===== src/rtl/data_mem_arbiter.sv =====
// Two-requester round-robin arbiter in front of a single-ported data memory.
// Requester 0 is the CPU core, requester 1 is the debug/loader engine.
// The winning command is registered (stage A) and drives the memory. A read's
// data is captured at the end of stage A and returned in stage B, tagged with
// its owner. Writes that land in RO_LO..RO_HI are dropped and flagged.
//
// Handshake: a command transfers in the cycle where req_i=1 and gnt_i=1. The
// requester holds its command stable while req_i=1 and gnt_i=0. gnt_i depends
// only on req0, req1 and the last-grant pointer, so it never waits on a grant.
module data_mem_arbiter #(
    parameter int                ADDR_W = 8,
    parameter int                DATA_W = 8,
    parameter logic [ADDR_W-1:0] RO_LO  = ADDR_W'(0),
    parameter logic [ADDR_W-1:0] RO_HI  = ADDR_W'(1)
) (
    input  logic              clk,
    input  logic              reset,
    input  logic              req0,
    input  logic              we0,
    input  logic [ADDR_W-1:0] addr0,
    input  logic [DATA_W-1:0] wdata0,
    output logic              gnt0,
    input  logic              req1,
    input  logic              we1,
    input  logic [ADDR_W-1:0] addr1,
    input  logic [DATA_W-1:0] wdata1,
    output logic              gnt1,
    output logic              rsp_valid,
    output logic              rsp_id,
    output logic [DATA_W-1:0] rsp_data,
    output logic              wr_err,
    output logic              mem_write_enable,
    output logic [ADDR_W-1:0] mem_write_address,
    output logic [ADDR_W-1:0] mem_read_address,
    output logic [DATA_W-1:0] mem_write_data,
    input  logic [DATA_W-1:0] mem_read_data
);

    // Width of the protected window. The range test subtracts RO_LO with
    // wrap-around, so addresses below RO_LO become large and fall outside.
    localparam logic [ADDR_W-1:0] RO_SPAN = RO_HI - RO_LO;

    logic              last;       // requester that won the most recent transfer
    logic              xfer;
    logic              sel_we;
    logic [ADDR_W-1:0] sel_addr;
    logic [DATA_W-1:0] sel_wdata;

    logic              stage_a_v;
    logic              stage_a_we;
    logic              stage_a_id;
    logic [ADDR_W-1:0] wr_addr_q;
    logic [DATA_W-1:0] wr_data_q;
    logic [ADDR_W-1:0] rd_addr_q;
    logic [ADDR_W-1:0] ro_offset;
    logic              ro_hit;

    logic              stage_b_v;
    logic              rsp_id_q;
    logic [DATA_W-1:0] rsp_data_q;

    // Grant: a lone requester always wins; on a tie the one that is not `last` wins.
    always_comb begin
        gnt0 = 1'b0;
        gnt1 = 1'b0;
        if (!reset) begin
            gnt0 = req0 && (!req1 || last);
            gnt1 = req1 && (!req0 || !last);
        end
    end

    // Select the winning command for capture into stage A.
    always_comb begin
        xfer      = gnt0 || gnt1;
        sel_we    = gnt1 ? we1    : we0;
        sel_addr  = gnt1 ? addr1  : addr0;
        sel_wdata = gnt1 ? wdata1 : wdata0;
    end

    // Last-grant pointer: follows the winner, holds when nothing transfers.
    always_ff @(posedge clk) begin
        if (reset) begin
            last <= 1'b1;
        end else if (gnt0) begin
            last <= 1'b0;
        end else if (gnt1) begin
            last <= 1'b1;
        end
    end

    // Stage A register. The read address only moves on a read so the memory
    // keeps seeing the previous read address during idle or write cycles.
    always_ff @(posedge clk) begin
        if (reset) begin
            stage_a_v  <= 1'b0;
            stage_a_we <= 1'b0;
            stage_a_id <= 1'b0;
            wr_addr_q  <= '0;
            wr_data_q  <= '0;
            rd_addr_q  <= '0;
        end else begin
            stage_a_v <= xfer;
            if (xfer) begin
                stage_a_we <= sel_we;
                stage_a_id <= gnt1;
                if (sel_we) begin
                    wr_addr_q <= sel_addr;
                    wr_data_q <= sel_wdata;
                end else begin
                    rd_addr_q <= sel_addr;
                end
            end
        end
    end

    // Protected-window check and memory drive. A reset in the stage-A cycle
    // must not let the pending write reach the memory on that edge.
    always_comb begin
        ro_offset         = wr_addr_q - RO_LO;
        ro_hit            = (ro_offset <= RO_SPAN);
        mem_write_enable  = !reset && stage_a_v && stage_a_we && !ro_hit;
        wr_err            = !reset && stage_a_v && stage_a_we && ro_hit;
        mem_write_address = wr_addr_q;
        mem_write_data    = wr_data_q;
        mem_read_address  = rd_addr_q;
    end

    // Stage B register: capture read data at the end of stage A, reads only.
    always_ff @(posedge clk) begin
        if (reset) begin
            stage_b_v  <= 1'b0;
            rsp_id_q   <= 1'b0;
            rsp_data_q <= '0;
        end else begin
            stage_b_v <= stage_a_v && !stage_a_we;
            if (stage_a_v && !stage_a_we) begin
                rsp_id_q   <= stage_a_id;
                rsp_data_q <= mem_read_data;
            end
        end
    end

    // Response outputs; no response is presented while reset is held.
    always_comb begin
        rsp_valid = stage_b_v && !reset;
        rsp_id    = rsp_id_q;
        rsp_data  = rsp_data_q;
    end

endmodule

===== config.mk =====
export PLATFORM = sky130hd
export DESIGN_NAME = data_mem_arbiter
export DESIGN_NICKNAME = d
export VERILOG_FILES = /design/src/rtl/data_mem_arbiter.sv
export SDC_FILE = /design/constraint.sdc
export NUM_CORES = 1
export LEC_CHECK = 0
export CAP_MARGIN = 15
export CORE_ASPECT_RATIO = 2
export CORE_UTILIZATION = 32
export CTS_BUF_LIST = sky130_fd_sc_hd__clkbuf_16
export CTS_CLUSTER_SIZE = 28
export DETAILED_ROUTE_END_ITERATION = 16
export PLACE_DENSITY_LB_ADDON = 0.05
export SLEW_MARGIN = 20
export SYNTH_ARGS = -nofsm -noshare
export SYNTH_HDL_FRONTEND = slang
export SYNTH_SLANG_ARGS = --single-unit

===== constraint.sdc =====
create_clock -name clk -period 1.49 [get_ports clk]
set_input_delay 0.2235 -clock clk [delete_from_list [all_inputs] [get_ports clk]]
set_output_delay 0.2235 -clock clk [all_outputs]
set_load 0.005 [all_outputs]

==> load_flow_metrics.sql <==
INSERT INTO impl_metrics (metric_group, metric, value, unit) VALUES
('logic_synthesis', 'yosysSeqAreaShare', '0.492', ''),
('die', 'initial_utilization', '0.336', ''),
('timing', 'achievable-frequency', '0.682', 'GHz'),
('detailed_routing', 'vias', '1504', ''),
('detailed_routing', 'final_antenna_net_count', '0', ''),
('finish', 'design_area', '2800', 'um2'),
('timing', 'fin_crit', '1.47', 'ns'),
('timing', 'finalHoldViolCount', '0', ''),
('power_and_ir_drop', 'switching_share', '0.230', ''),
('power_and_ir_drop', 'irDropWorstVdd', '778', 'uV'),
('clocking', 'cts_made_buffers', '5', ''),
('worst_setup_path', 'path_class', 'reg -> out', ''),
('clocking', 'sink_count_of_the_clock_tree', '38', ''),
('hold_path', 'min_from', 'req0', ''),
('worst_setup_path', 'critical_path_required', '1.27', 'ns'),
('placement', 'dpl.hpwl', '3.31', 'mm'),
('global_route', 'grt_usage', '0.176', ''),
('global_route', 'global_route.overflow_total', '0', ''),
('power_and_ir_drop', 'cell_internal_pwr', '2250', 'uW'),
('finish', 'fin_nets', '300', ''),
('clocking', 'clock_latency', '0.28', 'ns'),
('finish', 'commonest_non_fill_non_tap_cell_in_the_layout', 'sky130_fd_sc_hd__clkdlybuf4s50_1', ''),
('power_and_ir_drop', 'seqPwrFrac', '0.391', ''),
('global_route', 'grt_max_degree', '18', ''),
('clocking', 'root_buffer_cell', 'sky130_fd_sc_hd__clkbuf_16', ''),
('detailed_routing', 'drt_pre_antenna_iters', '4', ''),
('finish', 'post_route_cells_drive_above_1_share', '0.200', ''),
('clocking', 'worst_path_clk_slew', '0.06', 'ns'),
('die', 'floorplan.die.width', '51.1', 'um'),
('timing', 'final.setup_skew', '0.00432', 'ns'),
('timing', 'hold-worst-slack', '0.432', 'ns'),
('global_route', 'number_of_antenna_violations_at_the_first_check_in_global_routing', '0', ''),
('power_and_ir_drop', 'power_density', '1040', 'nW/um2'),
('placement', 'place_area', '2560', 'um2'),
('logic_synthesis', 'postSynthAreaPerCell', '10.1', 'um2'),
('die', 'core_area', '4600', 'um2'),
('worst_setup_path', 'rr_startpoint', 'last', ''),
('global_route', 'gr-usage-met1', '0.150', ''),
('detailed_routing', 'drt_iter0_markers', '10', ''),
('global_route', 'vias_in_the_first_global_route', '1544', ''),
('timing', 'final.period_utilization', '0.984', ''),
('hold_path', 'worst_hold_path.endpoint', 'stage_a_id', ''),
('worst_setup_path', 'worst_path_max_delay_cell', 'sky130_fd_sc_hd__clkdlybuf4s50_1', ''),
('logic_synthesis', 'synth_fp_nets', '199', ''),
('clocking', 'htree_levels', '2', ''),
('status', 'status', 'finished clean', ''),
('power_and_ir_drop', 'p_leak', '0.00115', 'uW'),
('clocking', 'cts_hold_buffers', '0', ''),
('logic_synthesis', 'synth_largest_type_area_fraction', '0.492', ''),
('logic_synthesis', 'synth-seq-cells', '38', ''),
('placement', 'routabilityCongestion', '0.777', ''),
('worst_setup_path', 'worstPathArrival', '1.24', 'ns'),
('clocking', 'cts_tree', 'yes', ''),
('hold_path', 'hold_path_depth', '4', ''),
('worst_setup_path', 'r2r_setup_slack', '0.09', 'ns'),
('logic_synthesis', 'synthesis.instances', '153', ''),
('global_route', 'grt_pass1_wl', '6.74', 'mm'),
('finish', 'layout-area-overhead-vs-synth', '81.5', '%'),
('global_route', 'grtUsageMet2', '0.358', ''),
('worst_setup_path', 'cp_num_buf_inv', '2', ''),
('finish', 'antenna_cells_inserted', '0', ''),
('worst_setup_path', 'worstRegToRegCells', '5', ''),
('die', 'std_cell_rows', '35', ''),
('detailed_routing', 'detail_route.vias_per_cell', '4.85', ''),
('logic_synthesis', 'yosys_top_cell_by_area', 'sky130_fd_sc_hd__dfxtp_1', ''),
('logic_synthesis', 'yosysWarningCount', '0', ''),
('die', 'die_height', '100', 'um'),
('worst_setup_path', 'critical_path.endpoint_type', 'primary output', ''),
('timing', 'totalNegativeSetupSlack', '0', 'ns'),
('worst_setup_path', 'crit_path_cell_trace', 'buf_4, clkdlybuf4s50_1', ''),
('timing', 'drv_slew', '0', '');
[what timing repair did]
item,4_1_cts,5_1_grt
setup endpoints to repair,16,31
cloned,0,1
resized for setup,28,15
pin swaps,3,3
[sequential cells by signal, indices dropped and copies added (netlist names)]
| signal | cells |
|---|---|
| last | 1 |
| mem_read_address | 8 |
| mem_write_address | 8 |
| mem_write_data | 8 |
| rsp_data | 8 |
| rsp_id | 1 |
| stage_a_id | 1 |
| stage_a_v | 1 |
| stage_a_we | 1 |
| stage_b_v | 1 |
[how the worst max path moves through the flow]
stage | from | endpoint | depth (start not counted)
after floorplan | last | mem_read_address[5] | 5
after global placement | req1 | gnt1 | 4
after detailed placement | req1 | mem_read_address[5] | 6
after CTS | mem_write_address[6] | wr_err | 4
after global routing | mem_write_address[3] | wr_err | 4
final | mem_write_address[5] | mem_write_address[5] | 2
[routing by layer]
metal	routed length [um]	vias to the layer above
met5	0	-
met3	265	6
met1	1500	689
li1	-	745
met4	74	0
met2	2530	64
[power groups by stage]
stage	Sequential, uW	Clock, uW	Combinational (uW)
after detailed placement	1160	0	567
after global placement	1150	0	557
after CTS	1140	1230	575
final	1140	1200	582
after global routing	1150	1260	630
after floorplan	1160	0	203
[tightest hold or removal path: stages]
cell and delay [ns]:
sky130_fd_sc_hd__dlymetal6s2s_1 0.12, sky130_fd_sc_hd__buf_4 0.16, sky130_fd_sc_hd__nand2b_1 0.10, sky130_fd_sc_hd__a21oi_1 0.06
[per-stage QoR]
stage               std cells  setup WS [ns]  total power (uW)  utilization
floorplan                 153          0.127              1360            -
global placement          302         -0.318              1710        0.556
detailed placement        302         -0.330              1720        0.556
CTS                       309        -0.0856              2950        0.599
global route              310        -0.0805              3040        0.610
finish                    310         0.0239              2920        0.610
[area by class of cell]
cell class	count	area [um2]
clock buffer	5	125
fill	408	1790
timing repair buffer	105	1020
tap	55	68.8
multi-input combinational	104	778
clock inverter	3	45.0
sequential	38	767
[synth_stat cells]
master,number
sky130_fd_sc_hd__mux2i_1,16
sky130_fd_sc_hd__nand2b_2,1
sky130_fd_sc_hd__o2bb2ai_4,1
sky130_fd_sc_hd__nand3b_1,1
sky130_fd_sc_hd__nand2b_1,4
sky130_fd_sc_hd__nor3_1,1
sky130_fd_sc_hd__buf_4,2
sky130_fd_sc_hd__o2bb2ai_1,16
sky130_fd_sc_hd__dfxtp_1,38
sky130_fd_sc_hd__buf_6,2
sky130_fd_sc_hd__a21oi_1,12
sky130_fd_sc_hd__a211oi_2,1
sky130_fd_sc_hd__a211oi_1,7
sky130_fd_sc_hd__clkbuf_1,4
sky130_fd_sc_hd__and2_1,1
sky130_fd_sc_hd__a32oi_1,1
sky130_fd_sc_hd__nor2_8,1
sky130_fd_sc_hd__buf_2,2
sky130_fd_sc_hd__nor4_1,1
sky130_fd_sc_hd__a21bo_4,1
sky130_fd_sc_hd__nor2b_1,4
sky130_fd_sc_hd__buf_1,1
sky130_fd_sc_hd__or2_2,1
sky130_fd_sc_hd__nand2_1,21
sky130_fd_sc_hd__o21ai_0,2
sky130_fd_sc_hd__nor2_1,11
[kinds of logic after synthesis]
logic type,synth area share
compound gates,0.212
flops,0.492
buf+inv,0.0429
simple gates,0.149
mux,0.104
Note: power is estimated with default switching activity, not from simulation.
